$ cat src/rtl/rhythm_judge.sv
// Per-lane timing-window judge: grades button presses against note arrivals
// and accumulates score, combo and max combo for the display logic.
module rhythm_judge #(
  parameter int LANES         = 4,
  parameter int CENTER_TICKS  = 50,
  parameter int PERFECT_TICKS = 10,
  parameter int PTS_PERFECT   = 100,
  parameter int PTS_GOOD      = 50,
  parameter int SCORE_W       = 20,
  parameter int COMBO_W       = 10
) (
  input  logic                 i_Clk,
  input  logic                 i_Rst,
  input  logic                 i_Tick,
  input  logic [LANES-1:0]     i_fPush,
  input  logic [LANES-1:0]     i_Note,
  input  logic                 i_Clear,
  output logic [LANES-1:0]     o_JudgeVld,
  output logic [2*LANES-1:0]   o_JudgeCode,
  output logic [SCORE_W-1:0]   o_Score,
  output logic [COMBO_W-1:0]   o_Combo,
  output logic [COMBO_W-1:0]   o_MaxCombo
);

  localparam int MAX_CNT = 2 * CENTER_TICKS;
  localparam int CNT_W   = $clog2(MAX_CNT + 1);
  localparam int SUM_W   = SCORE_W + 1;
  localparam int HIT_W   = COMBO_W + 1;
  localparam logic [CNT_W-1:0] CNT_END = CNT_W'(MAX_CNT);

  localparam logic [1:0] C_NONE    = 2'b00;
  localparam logic [1:0] C_PERFECT = 2'b01;
  localparam logic [1:0] C_GOOD    = 2'b10;
  localparam logic [1:0] C_MISS    = 2'b11;

  typedef enum logic {
    IDLE,
    OPEN
  } state_t;

  state_t           st_q  [LANES];
  logic [CNT_W-1:0] cnt_q [LANES];

  logic [LANES-1:0]   vld_d;
  logic [2*LANES-1:0] code_d;
  logic [SUM_W-1:0]   pts_sum;
  logic [SUM_W-1:0]   score_ext;
  logic [HIT_W-1:0]   hit_n;
  logic [HIT_W-1:0]   combo_ext;
  logic               miss_any;
  logic [SCORE_W-1:0] score_d;
  logic [COMBO_W-1:0] combo_d;
  logic [COMBO_W-1:0] max_d;

  function automatic logic [1:0] grade(input logic [CNT_W-1:0] c);
    int e;
    e = int'(c) - CENTER_TICKS;
    if (e < 0) e = -e;
    return (e <= PERFECT_TICKS) ? C_PERFECT : C_GOOD;
  endfunction

  always_comb begin
    vld_d    = '0;
    code_d   = '0;
    pts_sum  = '0;
    hit_n    = '0;
    miss_any = 1'b0;
    for (int k = 0; k < LANES; k++) begin
      logic [1:0] jc;
      jc = C_NONE;
      // press beats expiry and a replacing note; both of those miss
      if (st_q[k] == OPEN) begin
        if (i_fPush[k])
          jc = grade(cnt_q[k]);
        else if (i_Note[k] || (i_Tick && cnt_q[k] == CNT_END))
          jc = C_MISS;
      end
      code_d[2*k +: 2] = jc;
      vld_d[k]         = (jc != C_NONE);
      unique case (1'b1)
        (jc == C_PERFECT): begin
          pts_sum = pts_sum + SUM_W'(PTS_PERFECT);
          hit_n   = hit_n + HIT_W'(1);
        end
        (jc == C_GOOD): begin
          pts_sum = pts_sum + SUM_W'(PTS_GOOD);
          hit_n   = hit_n + HIT_W'(1);
        end
        (jc == C_MISS): miss_any = 1'b1;
        default: ;
      endcase
    end
    score_ext = {1'b0, o_Score} + pts_sum;
    score_d   = score_ext[SCORE_W] ? '1 : score_ext[SCORE_W-1:0];
    combo_ext = {1'b0, o_Combo} + hit_n;
    if (miss_any)
      combo_d = '0;
    else
      combo_d = combo_ext[COMBO_W] ? '1 : combo_ext[COMBO_W-1:0];
    max_d = (combo_d > o_MaxCombo) ? combo_d : o_MaxCombo;
  end

  always_ff @(posedge i_Clk) begin
    if (i_Rst || i_Clear) begin
      o_JudgeVld  <= '0;
      o_JudgeCode <= '0;
      o_Score     <= '0;
      o_Combo     <= '0;
      o_MaxCombo  <= '0;
      for (int k = 0; k < LANES; k++) begin
        st_q[k]  <= IDLE;
        cnt_q[k] <= '0;
      end
    end else begin
      o_JudgeVld  <= vld_d;
      o_JudgeCode <= code_d;
      o_Score     <= score_d;
      o_Combo     <= combo_d;
      o_MaxCombo  <= max_d;
      for (int k = 0; k < LANES; k++) begin
        if (i_Note[k]) begin
          st_q[k]  <= OPEN;
          cnt_q[k] <= '0;
        end else if (vld_d[k]) begin
          st_q[k]  <= IDLE;
          cnt_q[k] <= '0;
        end else if (st_q[k] == OPEN && i_Tick) begin
          cnt_q[k] <= cnt_q[k] + CNT_W'(1);
        end
      end
    end
  end

endmodule

$ cat config.mk
export PLATFORM = sky130hd
export DESIGN_NAME = rhythm_judge
export DESIGN_NICKNAME = d
export VERILOG_FILES = /design/src/rtl/rhythm_judge.sv
export SDC_FILE = /design/constraint.sdc
export NUM_CORES = 1
export LEC_CHECK = 0
export CORE_MARGIN = 4
export CORE_UTILIZATION = 59
export DETAILED_ROUTE_END_ITERATION = 8
export PLACE_DENSITY = 0.86
export SKIP_CTS_REPAIR_TIMING = 1
export SYNTH_ARGS = -nofsm -noshare
export SYNTH_HDL_FRONTEND = slang
export SYNTH_SLANG_ARGS = --single-unit
$ cat constraint.sdc
create_clock -name i_Clk -period 8.65 [get_ports i_Clk]
set_input_delay 0.865 -clock i_Clk [delete_from_list [all_inputs] [get_ports i_Clk]]
set_output_delay 0.865 -clock i_Clk [all_outputs]
set_load 0.02 [all_outputs]
==> flow_summary.ini, run 1 <==
[outcome]
status = finished, final reports clean

[clock_network]
clockBufferDepth = 2
clock_latency_ns = 0.36
clkSlewWorstSetupHoldPaths_ns = 0.06
cts_buffers = 9
cts_tree = done
cts_max_level = 3
cts_root_buffer = clkbuf_16
clkSinkCount = 84

[floorplan]
num_rows = 38
die_w_um = 115
die_h_um = 115
start_util_pct = 61.3
io_pins = 64
core_mm2 = 0.0110
die-area_mm2 = 0.0132

[worst_setup_path]
end_kind = flop
r2r-end = o_Score[8]$_SDFF_PP0_
crit_path_top_delay_cell = nand4_1
reg2reg_slack_ns = 1.64
crit_fanout = 15
r2r_cells = 27
cp-endpoint = o_Score[8]$_SDFF_PP0_
crit_type = flop to flop
crit_family = compound AO/OA/AOI/OAI gates
slowest_delay_ns = 0.60
cp.required_ns = 8.93
cp-start-kind = flop
cp-startpoint = cnt_q[1][1]$_SDFFCE_PN0P_
worstReg2RegStart = cnt_q[1][1]$_SDFFCE_PN0P_
crit_arrival_ns = 7.29
path_common_cell = a21oi_1
cp.depth = 27
crit_buf_inv = 2

[final_layout]
syn2layout_area_growth_pct = 14.3
layout_commonest_cell = nor2_1
fin_nets = 921
drive_gt1_share_pct = 6.48
final_cell_area_mm2 = 0.00769
antenna_cells = 0
final_cell_mix = nor2_1, nand2_1, ha_1, clkdlybuf4s50_1, a21oi_1

[power_and_ir_drop]
netSwitchingPower_uw = 304
p_seq_share_pct = 42.5
powerDensity_mw_per_mm2 = 134
ir_drop_v = 0.000154
power_leakage_uw = 0.00294
p_clk_share_pct = 37.3
comb_power_share_pct = 20.2
swShare_pct = 29.4
intPower_uw = 730

[global_route]
overflow = 0
grt_max_degree = 39
grt_usage_pct = 24.6
antenna_found_initial = 0
grt_pass1_wl_mm = 26.7
grt_pass1_vias = 5860

[timing]
setup_viol = 0
rsz0062_at_grt = false
slew-limit-headroom_pct = 27.1
worst_pin_slew_ns = 1.09
finalMaxSlewViolations = 0
tns_ns = 0
skew_ns = 0.0106
fin_crit_sh_pct = 81.1
hold_viol = 0
period_needed_ns = 7.01
fmax_mhz = 143

[drt]
viasPerCell = 5.99
drt_iter0_markers = 494
wl_per_cell_um = 15.9
postRouteWirelength_mm = 15.7
vias = 5926
drc = 0
antenna_left = 0
drt_first_pass_iters = 5

[logic_synthesis]
seq_area_frac_synth_pct = 29.8
yosysWarnings = 0
ys_types = 85
synth-edff-count = 32
ys_seq_elements = 84
syn_area_mm2 = 0.00673
syn_inst = 800
postSynth.asyncResetShare_pct = 0
avgSynthCellArea_um2 = 8.41
synth_ff_type = dfxtp_1
syn-num-nets = 877

[hold_path]
min_path_type = flop to flop

[placement]
io_buffers = 63
post-dp-hpwl_mm = 11.9
gp_congestion = 0.918
placed_area_mm2 = 0.00739

[run]
maxCapViolCount = 0
-- synthesized netlist by cell type (8+ instances only) --
cell type	n	share of area (%)
a31oi_1	11	1.0
dfxtp_1	52	15
nand3_1	29	2.2
o21ai_0	30	2.2
nand4_1	13	1.2
and3_1	8	0.74
xor2_1	28	3.6
buf_2	9	0.67
nor2_1	84	4.7
and2_1	15	1.4
nor3_1	22	1.6
edfxtp_1	32	14
mux2i_1	14	2.1
inv_1	59	3.3
xnor2_1	33	4.3
ha_1	63	12
nor2b_1	10	0.93
a21oi_1	62	4.6
nand2_1	63	3.5
nand2b_1	12	1.1
clkbuf_1	17	0.95
a21o_1	10	1.1
-- metal layers --
metal | part of all wire, % | up-vias | track usage, %
met4 | 2.3 | 0 | 9.55
met5 | 0 | - | 0
li1 | - | 2918 | -
met1 | 43 | 2792 | 31.1
met3 | 6.1 | 37 | 5.47
met2 | 48 | 179 | 41.1
-- registers in the layout, indices dropped and copies added (netlist names) --
signal and cells:
o_Combo 10, o_JudgeVld 4, cnt_q 28, o_MaxCombo 10, o_JudgeCode 8, o_Score 20
st_q 4
-- power by group through the flow --
stage               sequential (uW)  clock, uW  combinational [uW]
finish                          439        386                 208
global route                    441        405                 229
CTS                             439        390                 207
detailed placement              448          0                 205
global placement                446          0                 197
floorplan                       444          0                 156
-- worst min-delay path, stage by stage (launching register included) --
cell,delay [ns]
dfxtp_1,0.32
inv_1,0.05
a21oi_1,0.05
-- worst min-delay path by stage --
stage,cells after the start,start,slack (ns),to
after floorplan,2,o_Score[0]$_SDFFE_PP0P_,0.52,o_Score[0]$_SDFFE_PP0P_
after global placement,2,o_Score[0]$_SDFFE_PP0P_,0.44,o_Score[0]$_SDFFE_PP0P_
after detailed placement,2,o_Score[0]$_SDFFE_PP0P_,0.45,o_Score[0]$_SDFFE_PP0P_
after CTS,2,o_Score[0]$_SDFFE_PP0P_,0.46,o_Score[0]$_SDFFE_PP0P_
after global routing,2,o_Score[0]$_SDFFE_PP0P_,0.49,o_Score[0]$_SDFFE_PP0P_
final,2,o_Score[0]$_SDFFE_PP0P_,0.46,o_Score[0]$_SDFFE_PP0P_
-- kinds of logic after synthesis --
| group | Yosys count | share of synthesized area [%] |
|---|---|---|
| AO/OA/AOI/OAI | 180 | 18.0 |
| AND/OR/NAND/NOR | 291 | 21.7 |
| multiplexers | 21 | 3.29 |
| other | 1 | 0.0557 |
| buffers and inverters | 92 | 5.73 |
| XOR/XNOR | 66 | 9.15 |
| adder cells (fa/ha/maj) | 65 | 12.3 |
| flip-flops | 84 | 29.8 |
-- area by class of cell --
cell class              count  area (um2)
clock buffers              12         268
clock inverters             4        28.8
fillers                   806        3290
inverters                  60         228
multi-input cells         624        4340
flip-flops and latches     84        2000
well taps                 140         175
repair buffers             65         646
-- per-stage QoR --
stage	utilization, %	hold WS [ns]	setup WS, ns	total power [uW]	instances
after detailed placement	67.3	0.449	1.76	653	973
final	70.0	0.461	1.64	1030	989
after floorplan	-	0.522	2.62	600	800
after global routing	70.0	0.487	0.889	1080	989
after global placement	67.3	0.443	2.00	644	973
after CTS	70.0	0.463	1.71	1040	989
(Power assumes the default switching activity.)
==> run 2, diff against run 1 <==
clock period = 7.2 ns   (was 8.65 ns; I/O delays follow)
==> run 2 against run 1 <==
Effect of this change:
- worst setup slack worse by 1.0 ns
- sequential share of layout area fell by 0.41 points
- first-iteration DRC count shrank 27%
- final area rose by 1.6%
- sequential power rose by 20%
- via count is 3.2% higher
- utilization grew 1.1 points
- critical path depth is 3 higher
- combinational power up 25%
- wire length increased by 4.0%
- total power grew 24%
- maximum frequency up 6.8%
==> flow_summary.ini, run 2 (same netlist as run 1, synthesis figures left out) <==
[placement]
dpl.cell_count = 975
placed_area_mm2 = 0.00741
gp_congestion = 0.914
io_buffers = 63
post-dp-hpwl_mm = 11.9

[worst_setup_path]
r2r-end = o_Score[15]$_SDFF_PP0_
crit_path_top_delay_cell = edfxtp_1
crit_arrival_ns = 6.85
path_common_cell = a21oi_1
crit_fanout = 6
slowest_delay_ns = 0.47
cp.required_ns = 7.48
end_kind = flop
r2r_cells = 30
reg2reg_slack_ns = 0.63
cp-start-kind = flop
worstReg2RegStart = cnt_q[1][1]$_SDFFCE_PN0P_
crit_type = flop to flop
cp-startpoint = cnt_q[1][1]$_SDFFCE_PN0P_
cp-endpoint = o_Score[15]$_SDFF_PP0_

[global_route]
antenna_found_initial = 0
grt_usage_pct = 25.4
grt_pass1_wl_mm = 27.5
grt_pass1_vias = 6083
overflow = 0
grt_max_degree = 39

[hold_path]
min_path_type = flop to flop

[floorplan]
num_rows = 38
die_w_um = 115
die_h_um = 115
io_pins = 64
start_util_pct = 61.3
die-area_mm2 = 0.0132
core_mm2 = 0.0110

[clock_network]
cts_root_buffer = clkbuf_16
cts_buffers = 9
cts_max_level = 3
clock_latency_ns = 0.36
cts_tree = done
clkSlewWorstSetupHoldPaths_ns = 0.07
clkSinkCount = 84
clockBufferDepth = 2

[run]
maxCapViolCount = 0

[drt]
antenna_left = 0
vias = 6114
drt_first_pass_iters = 5
postRouteWirelength_mm = 16.3
drt_iter0_markers = 363
wl_per_cell_um = 16.3
drc = 0
viasPerCell = 6.11

[outcome]
status = finished, final reports clean

[final_layout]
antenna_cells = 0
post-route-util_pct = 71.1
final_cell_area_mm2 = 0.00781
final_cell_mix = nor2_1, nand2_1, clkdlybuf4s50_1, ha_1, a21oi_1
regMostFlops = cnt_q
syn2layout_area_growth_pct = 16.1
largest_register_ffs = 28
fin_nets = 932
drive_gt1_share_pct = 8.37
fin_cells = 1000
layout_commonest_cell = nor2_1
top_regs = cnt_q (28), o_Score (20)

[timing]
fin_crit_sh_pct = 91.2
setup_viol = 0
fmax_mhz = 152
tns_ns = 0
worst_pin_slew_ns = 1.12
skew_ns = 0.00702
finalMaxSlewViolations = 0
period_needed_ns = 6.57
hold_viol = 0
slew-limit-headroom_pct = 25.1

[power_and_ir_drop]
power_leakage_uw = 0.00300
ir_drop_v = 0.000120
powerDensity_mw_per_mm2 = 164
p_total_uw = 1280
==> run 2: power by group <==
| group | switching (uW) | internal [uW] | leakage, uW | total [uW] |
|---|---|---|---|---|
| clock | 200 | 291 | 0.000158 | 491 |
| sequential | 21.6 | 506 | 0.000797 | 528 |
| combinational | 150 | 109 | 0.00205 | 259 |
| total | 372 | 906 | 0.00300 | 1280 |
==> run 2: metrics by stage <==
step           hold slack, ns  setup slack [ns]
2_1_floorplan           0.522              1.17
3_3_place_gp            0.443             0.620
3_5_place_dp            0.441             0.240
4_1_cts                 0.455             0.173
5_1_grt                 0.484          -0.00564
6_report                0.454             0.632
==> run 2: final cells by class <==
type,instances,area [um2]
Clock inverter,6,66.3
Timing Repair Buffer,76,728
Inverter,60,228
Clock buffer,10,250
Multi-Input combinational cell,624,4360
Sequential cell,84,2000
Tap cell,140,175
Fill cell,851,3170
==> run 2: worst min path at each step <==
stage / start / to / slack (ns) / cells past startpoint
after global routing: o_Score[0]$_SDFFE_PP0P_ / o_Score[0]$_SDFFE_PP0P_ / 0.48 / 2
after detailed placement: o_Score[0]$_SDFFE_PP0P_ / o_Score[0]$_SDFFE_PP0P_ / 0.44 / 2
final: o_Score[0]$_SDFFE_PP0P_ / o_Score[0]$_SDFFE_PP0P_ / 0.45 / 2
after CTS: o_Score[0]$_SDFFE_PP0P_ / o_Score[0]$_SDFFE_PP0P_ / 0.45 / 2
after global placement: o_Score[0]$_SDFFE_PP0P_ / o_Score[0]$_SDFFE_PP0P_ / 0.44 / 2
after floorplan: o_Score[0]$_SDFFE_PP0P_ / o_Score[0]$_SDFFE_PP0P_ / 0.52 / 2
==> run 2: routing by layer <==
metal	GRT usage, %	vias up	wire length, um
met3	5.00	44	976
met4	11.9	0	442
met2	42.8	232	7870
li1	-	2932	-
met5	0	-	0
met1	31.2	2906	7030
==> run 2: worst max-delay path, delay by kind of cell, from the launching register on <==
kind / cells / cell delay, ns
AO/OA/AOI/OAI: 10 / 1.90
AND/OR/NAND/NOR: 7 / 1.53
adder cells (fa/ha/maj): 4 / 1.09
multiplexers: 2 / 0.61
XOR/XNOR: 4 / 0.57
flip-flops: 1 / 0.47
buffers and inverters: 3 / 0.30
